`config.mk`:
```
export PLATFORM = sky130hd
export DESIGN_NAME = la_rle_decoder
export DESIGN_NICKNAME = d
export VERILOG_FILES = /design/src/rtl/la_rle_decoder.sv
export SDC_FILE = /design/constraint.sdc
export NUM_CORES = 1
export LEC_CHECK = 0
export CAP_MARGIN = 20
export CORE_MARGIN = 8
export CORE_UTILIZATION = 30
export DETAILED_ROUTE_END_ITERATION = 10
export GPL_ROUTABILITY_DRIVEN = 0
export GPL_TIMING_DRIVEN = 1
export PLACE_DENSITY = 0.61
export SYNTH_ARGS = -nofsm -noshare
export SYNTH_HDL_FRONTEND = slang
export SYNTH_SLANG_ARGS = --single-unit
```
`constraint.sdc`:
```
create_clock -name axis_clk -period 5.1 [get_ports axis_clk]
set_input_delay 1.02 -clock axis_clk [delete_from_list [all_inputs] [get_ports axis_clk]]
set_output_delay 1.02 -clock axis_clk [all_outputs]
set_load 0.02 [all_outputs]
```
`src/rtl/la_rle_decoder.sv`:
```
// Run-length decoder: expands {count, sample} words into count repeated samples
// on an AXI-Stream output, with statistics counters and a sticky zero-count flag.
module la_rle_decoder #(
  parameter int pDATA_WIDTH   = 32,
  parameter int pSAMPLE_WIDTH = 24,
  parameter int pCNT_WIDTH    = 8
) (
  input  logic                     axis_clk,
  input  logic                     axis_rst_n,
  input  logic                     enable,
  input  logic                     cnt_clr,
  input  logic [pDATA_WIDTH-1:0]   s_tdata,
  input  logic                     s_tvalid,
  output logic                     s_tready,
  input  logic                     s_tlast,
  output logic [pSAMPLE_WIDTH-1:0] m_tdata,
  output logic                     m_tvalid,
  input  logic                     m_tready,
  output logic                     m_tlast,
  output logic [31:0]              sample_count,
  output logic [15:0]              word_count,
  output logic                     zero_cnt_err
);

  typedef enum logic {IDLE, EXPAND} state_t;

  state_t                   state_q, state_d;
  logic [pCNT_WIDTH-1:0]    rem_q, rem_d;
  logic [pSAMPLE_WIDTH-1:0] data_q, data_d;
  logic                     last_flag_q, last_flag_d;
  logic                     tvalid_q, tvalid_d;
  logic                     tlast_q, tlast_d;
  logic [31:0]              sample_count_q, sample_count_d;
  logic [15:0]              word_count_q, word_count_d;
  logic                     zero_err_q, zero_err_d;

  logic [pCNT_WIDTH-1:0]    in_cnt;
  logic [pSAMPLE_WIDTH-1:0] in_sample;
  logic                     final_beat;
  logic                     accept;

  assign in_cnt    = s_tdata[pDATA_WIDTH-1 -: pCNT_WIDTH];
  assign in_sample = s_tdata[pSAMPLE_WIDTH-1:0];

  // A new word may only enter when nothing is owed or the last owed beat leaves now.
  assign final_beat = (state_q == EXPAND) && (rem_q == pCNT_WIDTH'(1)) && m_tready;
  assign s_tready   = axis_rst_n && enable && ((state_q == IDLE) || final_beat);
  assign accept     = s_tvalid && s_tready;

  always_comb begin
    state_d        = state_q;
    rem_d          = rem_q;
    data_d         = data_q;
    last_flag_d    = last_flag_q;
    tvalid_d       = tvalid_q;
    tlast_d        = tlast_q;
    sample_count_d = sample_count_q;
    word_count_d   = word_count_q;
    zero_err_d     = zero_err_q;

    if ((state_q == EXPAND) && m_tready) begin
      sample_count_d = sample_count_q + 32'd1;
      if (rem_q != pCNT_WIDTH'(1)) begin
        rem_d   = rem_q - pCNT_WIDTH'(1);
        tlast_d = last_flag_q && (rem_q == pCNT_WIDTH'(2));
      end else begin
        state_d  = IDLE;
        rem_d    = '0;
        tvalid_d = 1'b0;
        tlast_d  = 1'b0;
      end
    end

    // An accepted word overrides the IDLE transition taken on a final beat.
    if (accept) begin
      word_count_d = word_count_q + 16'd1;
      if (in_cnt == '0) begin
        zero_err_d = 1'b1;
      end else begin
        state_d     = EXPAND;
        rem_d       = in_cnt;
        data_d      = in_sample;
        last_flag_d = s_tlast;
        tvalid_d    = 1'b1;
        tlast_d     = s_tlast && (in_cnt == pCNT_WIDTH'(1));
      end
    end

    if (cnt_clr) begin
      sample_count_d = '0;
      word_count_d   = '0;
      zero_err_d     = 1'b0;
    end
  end

  always_ff @(posedge axis_clk or negedge axis_rst_n) begin
    if (!axis_rst_n) begin
      state_q        <= IDLE;
      rem_q          <= '0;
      data_q         <= '0;
      last_flag_q    <= 1'b0;
      tvalid_q       <= 1'b0;
      tlast_q        <= 1'b0;
      sample_count_q <= '0;
      word_count_q   <= '0;
      zero_err_q     <= 1'b0;
    end else begin
      state_q        <= state_d;
      rem_q          <= rem_d;
      data_q         <= data_d;
      last_flag_q    <= last_flag_d;
      tvalid_q       <= tvalid_d;
      tlast_q        <= tlast_d;
      sample_count_q <= sample_count_d;
      word_count_q   <= word_count_d;
      zero_err_q     <= zero_err_d;
    end
  end

  assign m_tdata      = data_q;
  assign m_tvalid     = tvalid_q;
  assign m_tlast      = tlast_q;
  assign sample_count = sample_count_q;
  assign word_count   = word_count_q;
  assign zero_cnt_err = zero_err_q;

endmodule

```
Word-level counts from Yosys, hierarchy flattened

Index checks and enable logic that the tools add are counted.
Widths: inputs -> output; s select.

Output and inout bits: 76
Register bits after elaboration: 85
Word-level logic and storage cells: 56
Bits of input ports: 39

Muxes and demuxes: 23
Bitwise logic cells: 2
Eq/ne operators: 4
Add/subtract/negate cells: 3
Reductions and logical operators: 15

Operators with widths:

| cell                  | count |
|---|---|
| $mux 32               | 2 |
| $add 32x1->32 const B | 1 |
| $mux 16               | 2 |
| $mux 8                | 4 |
| $add 16x1->16 const B | 1 |
| $eq 8x1->1 const B    | 2 |
| $mux 1                | 15 |
| $eq 8x2->1 const B    | 1 |
| $logic_and 1x1->1     | 8 |
| $logic_not 8->1       | 1 |
| $ne 8x1->1 const B    | 1 |
| $sub 8x1->8 const B   | 1 |
| $reduce_bool 2->1     | 3 |
| $reduce_and 2->1      | 2 |
| $not 1->1             | 2 |
| $logic_or 1x1->1      | 1 |

Depth between registers and ports, before layout

Gate-level depths: netlist of run 1.

Word-level depth: 8
Gate-level depth with buffers: 8
Depth with buffers taken out: 6

Worst setup path before layout of run 1

Ideal clock, no wire load.

Path type: input to register
From: in s_tdata[25]
To: reg data_q[10], in the netlist m_tdata[10]
Data required time: 4.975 ns
Stages: 6
Arrival time: 2.671 ns
Setup time: 0.125 ns
Slack: 2.305 ns
Buffers on the path: 2
Cell sequence: or4_1 > o21ai_0 > nand2b_1 > buf_2 > buf_2 > mux2_2

Cells in the longest elaborated chain, start to end: 3

RTL lines:

| what                       | RTL line | RTL |
|---|---|---|
| from (decl)                | 12       | `input logic [pDATA_WIDTH-1:0] s_tdata,` |
| $logic_not 8->1            | 77       | `if (in_cnt == '0) begin` |
| $not 1->1 (no line)        | n/a      |  |
| $reduce_and 2->1 (no line) | n/a      |  |
| to (signal assigned)       | 110      | `data_q <= data_d;` |
| to (decl)                  | 29       | `logic [pSAMPLE_WIDTH-1:0] data_q, data_d;` |

Every way passes these cells.
A chain may end at the register's enable or synchronous reset.

Final worst setup path of run 1

From: in m_tready
To: out s_tready

Cells in the longest elaborated chain, start to end: 3

RTL lines:

| what              | RTL line | RTL |
|---|---|---|
| from (decl)       | 18       | `input logic m_tready,` |
| $logic_and 1x1->1 | 46       | `assign final_beat = (state_q == EXPAND) && (rem_q == pCNT_WIDTH'(1)) && m_tready;` |
| $logic_or 1x1->1  | 47       | `assign s_tready = axis_rst_n && enable && ((state_q == IDLE) \|\| final_beat);` |
| $logic_and 1x1->1 | 47       |  |
| to (decl)         | 14       | `output logic s_tready,` |

Every way passes these cells.

==> flow_metrics.env, run 1 <==
export IMPL_start_kind="input pin"
export IMPL_p_leak_nw=2.18
export IMPL_pwr_share_seq_pct=40.1
export IMPL_antenna_found_initial=0
export IMPL_die_width_um=134
export IMPL_ys_flop_type="dfrtp_1"
export IMPL_cp_startpoint="m_tready"
export IMPL_synth_top_area_cell="dfrtp_1"
export IMPL_finalHoldViolations=0
export IMPL_drtIter0Drc=260
export IMPL_die_y_um=134
export IMPL_switching_share_pct=31.7
export IMPL_syn_area_per_cell_um2=10.4
export IMPL_antenna_cells=0
export IMPL_ir_drop_mv=0.251
export IMPL_syn_to_final_growth_pct=38.0
export IMPL_drcViolationCount=0
export IMPL_fmax_mhz=249
export IMPL_min_period_ns=4.01
export IMPL_syn_cell_area_mm2=0.00418
export IMPL_netlist_area_leader_share_pct=50.8
export IMPL_m1WireLength_um=4760
export IMPL_rrSetupSlack_ns=2.38
export IMPL_reg2regPathDepth=4
export IMPL_dieArea_mm2=0.0180
export IMPL_reg2reg_from="rem_q[2]"
export IMPL_wl_per_cell_um=16.5
export IMPL_cp_data_arrival_time_ns=2.99
export IMPL_maxCapViolations=0
export IMPL_async_flop_share_pct=100
export IMPL_first_global_vias=3598
export IMPL_cp_data_required_time_ns=4.08
export IMPL_postSynthCellCount=403
export IMPL_slew_headroom_pct=33.3
export IMPL_p_clk_share_pct=29.0
export IMPL_clk_path_buf_depth=2
export IMPL_post_synth_top_count_cell="dfrtp_1"
export IMPL_syn_nets=447
export IMPL_fin_nets=549
export IMPL_critPathCapture="s_tready"
export IMPL_critical_path_class="in -> out"
export IMPL_initial_core_util_pct=30.4
export IMPL_slew_viol_final=0
export IMPL_r2r_end="rem_q[7]"
export IMPL_yosys_cell_types_count=39
export IMPL_setup_violations=0
export IMPL_yosysWarnings=0
export IMPL_layout_drive_gt1_share_pct=9.80
export IMPL_grt_ovfl_total=0
export IMPL_dr_wl_met3_um=870
export IMPL_rsz0062_at_grt="no"
export IMPL_tightestPinTransition_ns=1.00
export IMPL_finalCritPeriodShare_pct=78.7
export IMPL_num_vias=3648
export IMPL_io_pins=115
export IMPL_setup_tns_ns=0
export IMPL_yosysSeqAreaShare_pct=50.8
export IMPL_finalPower_w=0.00228
export IMPL_path_clk_slew_ns=0.06
export IMPL_hpwl_um=7890
export IMPL_cp_end_kind="output port"
export IMPL_antenna_left=0
export IMPL_cts_sinks=85
export IMPL_cts_buffers=9
export IMPL_p_comb_share_pct=31.0
export IMPL_htreeDepth=3
export IMPL_grt_use_total_pct=12.7
export IMPL_cts_tree="yes"
export IMPL_core_mm2=0.0138
export IMPL_status="finished clean"
export IMPL_synthTopCellsByArea="dfrtp_1 (51%), mux2_2 (7.5%), or4_1 (4.7%)"
export IMPL_critPathMaxFanout=8
export IMPL_io_buffers=114
export IMPL_p_int_w=0.00156
export IMPL_cts_root_buf="clkbuf_16"
export IMPL_p_switching_w=0.000725
export IMPL_highest_layer="met4"
export IMPL_met2_length_um=5580
export IMPL_first_pass_iters=4
export IMPL_skew_ns=0.00413
export IMPL_rows=43
export IMPL_cts_hold_buffers=0
export IMPL_power_density_mw_per_mm2=396
export IMPL_synth_common_cells="dfrtp_1 (85), a21oi_1 (35), mux2_2 (28)"
export IMPL_synth_edff_count=0
export IMPL_ys_ff_latch=85
export IMPL_vias_per_cell=5.29
export IMPL_grt_pass1_wl_um=18500
export IMPL_drt_total_wl_um=11400
export IMPL_cts_resized=0
export IMPL_grt_max_degree=81
export IMPL_min_path_type="in -> async"
export IMPL_cts_setup_buffers=0
export IMPL_clk_latency_ns=0.34
[registers in the layout, summed over array words and instances (netlist names)]
signal,cells
rem_q,8
sample_count,32
last_flag_q,1
m_tvalid,1
zero_cnt_err,1
m_tdata,24
m_tlast,1
word_count,16
state_q,1
[stage by stage]
| step | cells | worst slack [ns] | area [um2] | hold slack [ns] | util [%] |
|---|---|---|---|---|---|
| final | 690 | 1.09 | 5770 | 0.491 | 41.9 |
| after global routing | 690 | 0.959 | 5770 | 0.483 | 41.9 |
| after CTS | 689 | 1.07 | 5750 | 0.475 | 41.7 |
| after detailed placement | 673 | 1.08 | 5450 | 0.493 | 39.6 |
| after global placement | 673 | 1.12 | 5450 | 0.470 | 39.6 |
| after floorplan | 403 | 2.30 | 4180 | 0.480 | - |
[critical path, cell delays in order]
cell,delay [ns]
clkdlybuf4s50_1,0.62
nand2_1,0.17
o31ai_4,0.37
and3_1,0.21
clkdlybuf4s50_1,0.60
[worst min-delay path by stage]
| stage | endpoint | cells after the start | slack [ns] |
|---|---|---|---|
| floorplan | last_flag_q | 1 | 0.48 |
| global placement | m_tvalid | 2 | 0.47 |
| detailed placement | m_tdata[7] | 1 | 0.49 |
| CTS | word_count[12] | 1 | 0.48 |
| global route | word_count[7] | 1 | 0.48 |
| finish | word_count[14] | 1 | 0.49 |
[area by class of cell]
type / instances / area, um2
sequential: 85 / 2130
clock inverter: 4 / 47.5
clock buffer: 12 / 246
multi-input combinational: 285 / 1930
inverter: 7 / 26.3
tap: 180 / 225
fill: 1354 / 8000
timing repair buffer: 117 / 1180
[power groups by stage]
stage	Sequential (W)	Clock, W	Combinational [W]
6_report	0.000915	0.000662	0.000708
5_1_grt	0.000934	0.000711	0.000769
4_1_cts	0.000915	0.000686	0.000719
3_5_place_dp	0.000925	0	0.000715
3_3_place_gp	0.000913	0	0.000706
2_1_floorplan	0.00103	0	0.000271
[placed cells by master (no fill, tap or decap), types with 8 or more instances in the layout]
cell type / n
clkbuf_16: 9
nand3_1: 23
nor2_1: 19
o21ai_0: 16
or4_1: 26
o31ai_1: 22
and3_1: 8
a21oi_1: 35
dfrtp_1: 85
nand2_1: 21
xnor2_1: 11
or3_1: 12
mux2_2: 28
nand4_1: 12
clkdlybuf4s50_1: 112
[kinds of logic (layout without fill, tap and decap cells)]
| group | count (synthesis) | after routing | synth area share, % |
|---|---|---|---|
| simple gates | 148 | 148 | 20.3 |
| compound gates | 88 | 88 | 13.3 |
| flops | 85 | 85 | 50.8 |
| buf+inv | 33 | 140 | 3.14 |
| mux | 28 | 28 | 7.54 |
| xor+xnor | 16 | 16 | 3.35 |
| fa+ha+maj | 5 | 5 | 1.50 |
[per-layer routing]
metal	global-route usage [%]	vias to the layer above
li1	-	1719
met1	14.6	1808
met2	20.9	111
met3	4.97	10
met4	4.37	0
met5	0	-
No activity file was read; power rests on OpenSTA's default activity.
==> run 2: changes to the inputs <==
PLACE_DENSITY = 0.63   (was 0.61)
clock period = 3.66 ns   (was 5.1 ns; I/O delays follow)
==> flow_metrics.env, run 2 (synthesis gave the netlist of run 1 again) <==
export IMPL_status="finished clean"
export IMPL_wl_per_cell_um=16.2
export IMPL_cts_resized=0
export IMPL_p_leak_nw=2.18
export IMPL_first_pass_iters=4
export IMPL_skew_ns=0.00898
export IMPL_fmax_mhz=304
export IMPL_worst_path_max_delay_cell="clkdlybuf4s50_1"
export IMPL_drtIter0Drc=271
export IMPL_rrSetupSlack_ns=0.88
export IMPL_clk_latency_ns=0.35
export IMPL_drt_total_wl_um=11200
export IMPL_maxCapViolations=0
export IMPL_r2r_end="rem_q[6]"
export IMPL_layout_drive_gt1_share_pct=10.2
export IMPL_cpPeakStageDelay_ns=0.65
export IMPL_final_util_pct=41.9
export IMPL_first_global_vias=3652
export IMPL_timing_hold_ws_ns=0.316
export IMPL_path_clk_slew_ns=0.07
export IMPL_crit_path_frequent_cell="clkdlybuf4s50_1"
export IMPL_cts_tree="yes"
export IMPL_initial_core_util_pct=30.4
export IMPL_power_density_mw_per_mm2=556
export IMPL_p_switching_w=0.00104
export IMPL_path_cells="clkdlybuf4s50_1 -> nand2_1 -> o31ai_4 -> and3_1 -> clkdlybuf4s50_1"
export IMPL_grt_max_degree=61
export IMPL_io_buffers=114
export IMPL_vias_per_cell=5.29
export IMPL_slew_headroom_pct=32.9
export IMPL_cts_root_buf="clkbuf_16"
export IMPL_cts_buffers=9
export IMPL_min_period_ns=3.29
export IMPL_die_y_um=134
export IMPL_rsz0062_at_grt="no"
export IMPL_p_int_w=0.00217
export IMPL_cp_data_arrival_time_ns=2.56
export IMPL_rows=43
export IMPL_p_comb_share_pct=31.0
export IMPL_setup_tns_ns=0
export IMPL_grt_use_total_pct=12.3
export IMPL_fin_nets=549
export IMPL_grt_ovfl_total=0
export IMPL_hpwl_um=8000
export IMPL_antenna_cells=0
export IMPL_p_clk_share_pct=29.3
export IMPL_largest_reg_flops=32
export IMPL_clk_path_buf_depth=2
export IMPL_reg2reg_from="rem_q[2]"
export IMPL_placed_area_mm2=0.00546
export IMPL_finalHoldViolations=0
export IMPL_dieArea_mm2=0.0180
export IMPL_start_kind="input pin"
export IMPL_cts_setup_buffers=0
export IMPL_critical_path_class="in -> out"
export IMPL_cts_hold_buffers=0
export IMPL_antenna_found_initial=0
export IMPL_critPathMaxFanout=8
export IMPL_ir_drop_mv=0.335
export IMPL_htreeDepth=3
export IMPL_setup_violations=0
export IMPL_grt_pass1_wl_um=18000
export IMPL_cp_end_kind="output port"
export IMPL_cp_data_required_time_ns=2.93
export IMPL_postLayoutCellArea_mm2=0.00577
export IMPL_cts_sinks=85
export IMPL_drcViolationCount=0
export IMPL_die_width_um=134
export IMPL_slew_viol_final=0
export IMPL_tightestPinTransition_ns=1.01
export IMPL_antenna_left=0
export IMPL_min_path_type="in -> async"
export IMPL_syn_to_final_growth_pct=37.8
export IMPL_mostFrequentLayoutCell="clkdlybuf4s50_1"
export IMPL_pwr_share_seq_pct=39.7
export IMPL_finalCritPeriodShare_pct=89.9
export IMPL_num_vias=3648
export IMPL_final_cell_mix="clkdlybuf4s50_1 (112), dfrtp_1 (85), a21oi_1 (35), mux2_2 (28), or4_1 (26)"
export IMPL_switching_share_pct=32.4
export IMPL_core_mm2=0.0138
export IMPL_finalPower_w=0.00321
export IMPL_io_pins=115
export IMPL_reg2regPathDepth=4
## run 2: area by class of cell
cell class,count,area [um2]
clock buffer,9,225
sequential,85,2130
inverter,7,26.3
timing repair buffer,117,1160
fill,1368,8010
tap,180,225
multi-input combinational,285,1930
clock inverter,7,80.1
## run 2: worst max-delay path, delay by kind of cell
family / cells / cell delay (ns)
buffers and inverters: 2 / 1.26
AND/OR/NAND/NOR: 2 / 0.35
AO/OA/AOI/OAI: 1 / 0.22
## run 2: power by group through the flow
stage,clock network [W],logic [W],registers [W]
after floorplan,0,0.000377,0.00144
after global placement,0,0.000987,0.00127
after detailed placement,0,0.00101,0.00129
after CTS,0.000969,0.00101,0.00127
after global routing,0.00101,0.00108,0.00130
final,0.000939,0.000995,0.00127
## run 2: layer usage
metal	track usage [%]	wire length (um)
met4	3.99	119
met5	0	0
met1	13.9	4640
met3	6.36	1120
met2	19.8	5280
## run 2: worst max path at each step
stage | start | to | slack [ns] | cells after the start
after global placement | m_tready | s_tready | 0.38 | 5
after detailed placement | m_tready | sample_count[26] | 0.34 | 5
after CTS | rem_q[2] | s_tready | 0.35 | 4
after global routing | m_tready | s_tready | 0.28 | 5
after floorplan | s_tdata[25] | m_tdata[10] | 1.15 | 6
final | m_tready | s_tready | 0.37 | 5
## run 2: through the flow
| stage | setup slack (ns) | cells |
|---|---|---|
| floorplan | 1.15 | 403 |
| CTS | 0.347 | 690 |
| global placement | 0.378 | 674 |
| detailed placement | 0.340 | 674 |
| finish | 0.368 | 690 |
| global route | 0.283 | 690 |
